`src/rtl/approx_mul_seq_ctrl.sv`:
```
// Sequencer producing an A_W x 8 approximate product by walking 2-bit
// slices of A through one external approx_mul_2X8 datapath.
// Ports: clk, rst_n; in_valid/in_ready/in_a/in_b operand handshake;
// mul_a/mul_b/mul_p datapath link; out_valid/out_ready/out_res/out_ovf
// result handshake; busy high while a job is in RUN or DONE.
module approx_mul_seq_ctrl #(
  parameter int A_W        = 8,
  parameter bit EARLY_EXIT = 1'b1
) (
  input  logic           clk,
  input  logic           rst_n,
  input  logic           in_valid,
  output logic           in_ready,
  input  logic [A_W-1:0] in_a,
  input  logic [7:0]     in_b,
  output logic [1:0]     mul_a,
  output logic [7:0]     mul_b,
  input  logic [9:0]     mul_p,
  output logic           out_valid,
  input  logic           out_ready,
  output logic [A_W+7:0] out_res,
  output logic           out_ovf,
  output logic           busy
);

  localparam int N  = A_W / 2;
  localparam int KW = (N > 1) ? $clog2(N) : 1;
  localparam int RW = A_W + 8;
  localparam int SW = A_W + 11;

  typedef enum logic [1:0] {
    IDLE,
    RUN,
    DONE
  } state_t;

  state_t state;
  state_t state_nx;

  logic [KW-1:0]  k;
  logic [A_W-1:0] a_reg;
  logic [7:0]     b_reg;
  logic [RW-1:0]  acc;
  logic           ovf;
  logic [RW-1:0]  res_reg;
  logic           ovf_reg;

  logic [A_W-1:0] a_sh;
  logic [SW-1:0]  p_sh;
  logic [SW-1:0]  sum;
  logic           carry;
  logic           last;

  // a_sh puts the current slice in bits [1:0]; anything above it
  // is the still-unprocessed part of A used for early exit.
  always_comb begin
    a_sh  = a_reg >> {k, 1'b0};
    p_sh  = SW'(mul_p) << {k, 1'b0};
    sum   = SW'(acc) + p_sh;
    carry = |sum[SW-1:RW];
    last  = (k == KW'(N - 1));
    if (EARLY_EXIT) begin
      last = last | ((a_sh >> 2) == '0);
    end
  end

  always_ff @(posedge clk or negedge rst_n) begin
    if (!rst_n) begin
      state <= IDLE;
    end else begin
      state <= state_nx;
    end
  end

  always_comb begin
    state_nx  = state;
    in_ready  = 1'b0;
    out_valid = 1'b0;
    busy      = 1'b0;
    mul_a     = 2'b00;
    mul_b     = 8'h00;
    unique case (state)
      IDLE: begin
        in_ready = 1'b1;
        if (in_valid) begin
          state_nx = RUN;
        end
      end
      RUN: begin
        busy  = 1'b1;
        mul_a = a_sh[1:0];
        mul_b = b_reg;
        if (last) begin
          state_nx = DONE;
        end
      end
      DONE: begin
        busy      = 1'b1;
        out_valid = 1'b1;
        if (out_ready) begin
          state_nx = IDLE;
        end
      end
      default: state_nx = IDLE;
    endcase
  end

  // res_reg/ovf_reg are loaded only on the last slice, so the
  // previous result survives the next job's RUN phase.
  always_ff @(posedge clk or negedge rst_n) begin
    if (!rst_n) begin
      k       <= '0;
      a_reg   <= '0;
      b_reg   <= '0;
      acc     <= '0;
      ovf     <= 1'b0;
      res_reg <= '0;
      ovf_reg <= 1'b0;
    end else begin
      unique case (state)
        IDLE: begin
          if (in_valid) begin
            a_reg <= in_a;
            b_reg <= in_b;
            acc   <= '0;
            ovf   <= 1'b0;
            k     <= '0;
          end
        end
        RUN: begin
          acc <= sum[RW-1:0];
          ovf <= ovf | carry;
          if (last) begin
            res_reg <= sum[RW-1:0];
            ovf_reg <= ovf | carry;
          end else begin
            k <= k + KW'(1);
          end
        end
        default: ;
      endcase
    end
  end

  assign out_res = res_reg;
  assign out_ovf = ovf_reg;

endmodule

```
`config.mk`:
```
export PLATFORM = sky130hd
export DESIGN_NAME = approx_mul_seq_ctrl
export DESIGN_NICKNAME = d
export VERILOG_FILES = /design/src/rtl/approx_mul_seq_ctrl.sv
export SDC_FILE = /design/constraint.sdc
export NUM_CORES = 1
export LEC_CHECK = 0
export CAP_MARGIN = 20
export CELL_PAD_IN_SITES_DETAIL_PLACEMENT = 1
export CELL_PAD_IN_SITES_GLOBAL_PLACEMENT = 1
export CORE_ASPECT_RATIO = 1.4
export CORE_MARGIN = 2
export CORE_UTILIZATION = 40
export DETAILED_ROUTE_END_ITERATION = 8
export PLACE_DENSITY = 0.91
export SYNTH_ARGS = -nofsm -noshare
export SYNTH_HDL_FRONTEND = slang
export SYNTH_SLANG_ARGS = --single-unit
```
`constraint.sdc`:
```
create_clock -name clk -period 4.35 [get_ports clk]
set_clock_uncertainty 0.1 [all_clocks]
set_input_delay 0.435 -clock clk [delete_from_list [all_inputs] [get_ports clk]]
set_output_delay 0.435 -clock clk [all_outputs]
set_load 0.02 [all_outputs]
```
==> flow_metrics.env <==
export IMPL_post_cts_setup_buffers=0
export IMPL_area_delta_synth_final_pct=25.1
export IMPL_num_vias=2832
export IMPL_drtIter0Drc=86
export IMPL_syn_inst=343
export IMPL_final_antenna_net_count=0
export IMPL_yosysTopAreaCell="dfrtp_1"
export IMPL_met2_length_mm=4.84
export IMPL_cts_root_buf="clkbuf_16"
export IMPL_die_y_um=111
export IMPL_synth_edff_count=0
export IMPL_met1Wirelength_mm=3.83
export IMPL_drive_gt1_frac=0.0977
export IMPL_numPortBuffers=59
export IMPL_fin_crit_sh=0.808
export IMPL_die_area_mm2=0.00900
export IMPL_nNetsFinal=449
export IMPL_ctsResizeCount=0
export IMPL_cts_tree="done"
export IMPL_drv_cap=0
export IMPL_startpoint_type="register"
export IMPL_slew_headroom=0.431
export IMPL_top_layer="met4"
export IMPL_synth_common_cells="dfrtp_1 (54), nand2_1 (53), a21oi_1 (23), o21ai_0 (23), mux2_2 (22)"
export IMPL_grt_pass1_vias=3026
export IMPL_fillers=937
export IMPL_yosysTopAreaCellShare=0.409
export IMPL_fin_crit_ns=3.52
export IMPL_required_ns=4.44
export IMPL_start_util=0.407
export IMPL_hp_class="in -> async"
export IMPL_power_leakage_nw=1.80
export IMPL_cts_hold_fix_buffers=0
export IMPL_syn_area_mm2=0.00330
export IMPL_avgSynthCellArea_um2=9.62
export IMPL_grt_usage=0.213
export IMPL_path_max_fanout=24
export IMPL_cts_buffers_inserted=5
export IMPL_firstDrtPassIters=4
export IMPL_die_w_um=80.8
export IMPL_synthesis_nets=394
export IMPL_wire_per_inst_um=18.5
export IMPL_grt_pass1_wl_mm=14.8
export IMPL_worst_r2r_cell_count=10
export IMPL_grt_max_degree=55
export IMPL_powerDensity_mw_per_mm2=787
export IMPL_rows=39
export IMPL_synth_main_ff_cell="dfrtp_1"
export IMPL_gr_total_overflow=0
export IMPL_seq_area_frac_synth=0.409
export IMPL_ios=60
export IMPL_yosysMostFrequentCell="dfrtp_1"
export IMPL_antenna_found_initial=0
export IMPL_crit_path_end_kind="register"
export IMPL_routed_wirelength_mm=9.27
export IMPL_rsz0062_at_grt="false"
export IMPL_vdd_drop_max_mv=0.312
export IMPL_clk_pin_slew_ns=0.07
export IMPL_wl_met3_um=371
export IMPL_gp_congestion=0.882
export IMPL_ys_warnings_count=0
export IMPL_antenna_cells=0
export IMPL_async_flop_share=1.00
export IMPL_ys_ff_latch=54
export IMPL_finalHoldViolations=0
export IMPL_cts_sinks=54
export IMPL_cts_path_max_buffers=2
export IMPL_drv_slew=0
export IMPL_hpwl_mm=6.90
export IMPL_worstSkewPairLatency_ns=0.30
export IMPL_cts_max_level=2
export IMPL_cp_arrival_ns=3.60
export IMPL_worst_pin_slew_ns=0.853
export IMPL_synthTopCellsByArea="dfrtp_1 (41%), ha_1 (7.6%), mux2_2 (7.5%)"
export IMPL_drc=0
export IMPL_finish_utilization=0.510
export IMPL_run_status="complete, no violations"
export IMPL_setup_viol=0
export IMPL_critPathKind="reg -> reg"
export IMPL_core_area_mm2=0.00810
export IMPL_timing_fmax_mhz=284
export IMPL_final_setup_tns_ns=0
export IMPL_synth_distinct_cells=51
export IMPL_vias_per_cell=5.65
==> layout by cell type (no fill, tap or decap), types with 10 or more instances in the layout <==
master	synthesis	routed
dfrtp_1	54	54
nor2_1	11	11
clkdlybuf4s50_1	0	58
o21ai_0	23	23
a21oi_1	23	23
mux2_2	22	22
ha_1	20	20
nand2_1	53	53
inv_1	10	10
and2_1	12	12
==> worst paths after layout <==
check | startpoint | endpoint | slack, ns
setup reg to reg | k[0] | acc[9] | 0.83
max in group asynchronous | rst_n | b_reg[5] | 3.51
min in group clk | out_res[13] | out_res[13] | 0.39
hold reg to reg | out_res[13] | out_res[13] | 0.39
hold / removal | rst_n | out_res[10] | 0.17
setup / recovery | k[0] | acc[9] | 0.83
==> per-stage QoR <==
step | power, mW | std cells | cell area, um2 | hold WS, ns | worst slack (ns)
2_1_floorplan | 2.17 | 343 | 3300 | 0.0394 | 1.16
3_3_place_gp | 2.74 | 493 | 3990 | 0.362 | 1.05
3_5_place_dp | 2.85 | 493 | 3990 | 0.375 | 0.888
4_1_cts | 3.27 | 501 | 4130 | 0.203 | 0.847
5_1_grt | 3.49 | 501 | 4130 | 0.237 | 0.554
6_report | 3.25 | 501 | 4130 | 0.169 | 0.834
==> cells by family after synthesis <==
family / after synthesis / synth area share
multiplexers: 33 / 0.116
buffers and inverters: 25 / 0.0311
flip-flops: 54 / 0.409
XOR/XNOR: 10 / 0.0265
AND/OR/NAND/NOR: 113 / 0.163
AO/OA/AOI/OAI: 87 / 0.172
adder cells (fa/ha/maj): 21 / 0.0819
==> metal layers <==
metal,vias to the layer above,global-route usage
li1,1337,-
met1,1410,0.240
met2,69,0.389
met3,16,0.0340
met4,0,0.0859
met5,-,0
==> critical path, stage by stage (launching register included) <==
cell and delay, ns:
dfrtp_1 0.90, mux2_2 0.42, nor2_1 0.09, a21oi_1 0.05, ha_1 0.37, a21oi_1 0.31
o22ai_1 0.13, a21oi_1 0.25, a21boi_0 0.15, or3_1 0.35, a32o_1 0.27
==> power by group <==
part / total [mW] / internal [mW] / switching [mW]
Sequential: 0.911 / 0.735 / 0.176
Clock: 0.405 / 0.214 / 0.191
Combinational: 1.93 / 0.860 / 1.07
Total: 3.25 / 1.81 / 1.44
==> layout make-up <==
| type | instances | area (um2) | area share |
|---|---|---|---|
| Clock buffer | 6 | 129 | 0.0312 |
| Clock inverter | 2 | 13.8 | 0.00333 |
| Inverter | 10 | 37.5 | 0.00909 |
| Multi-Input combinational cell | 264 | 1850 | 0.449 |
| Sequential cell | 54 | 1350 | 0.327 |
| Tap cell | 102 | 128 | 0.0309 |
| Timing Repair Buffer | 63 | 616 | 0.149 |
(Power assumes the default switching activity.)
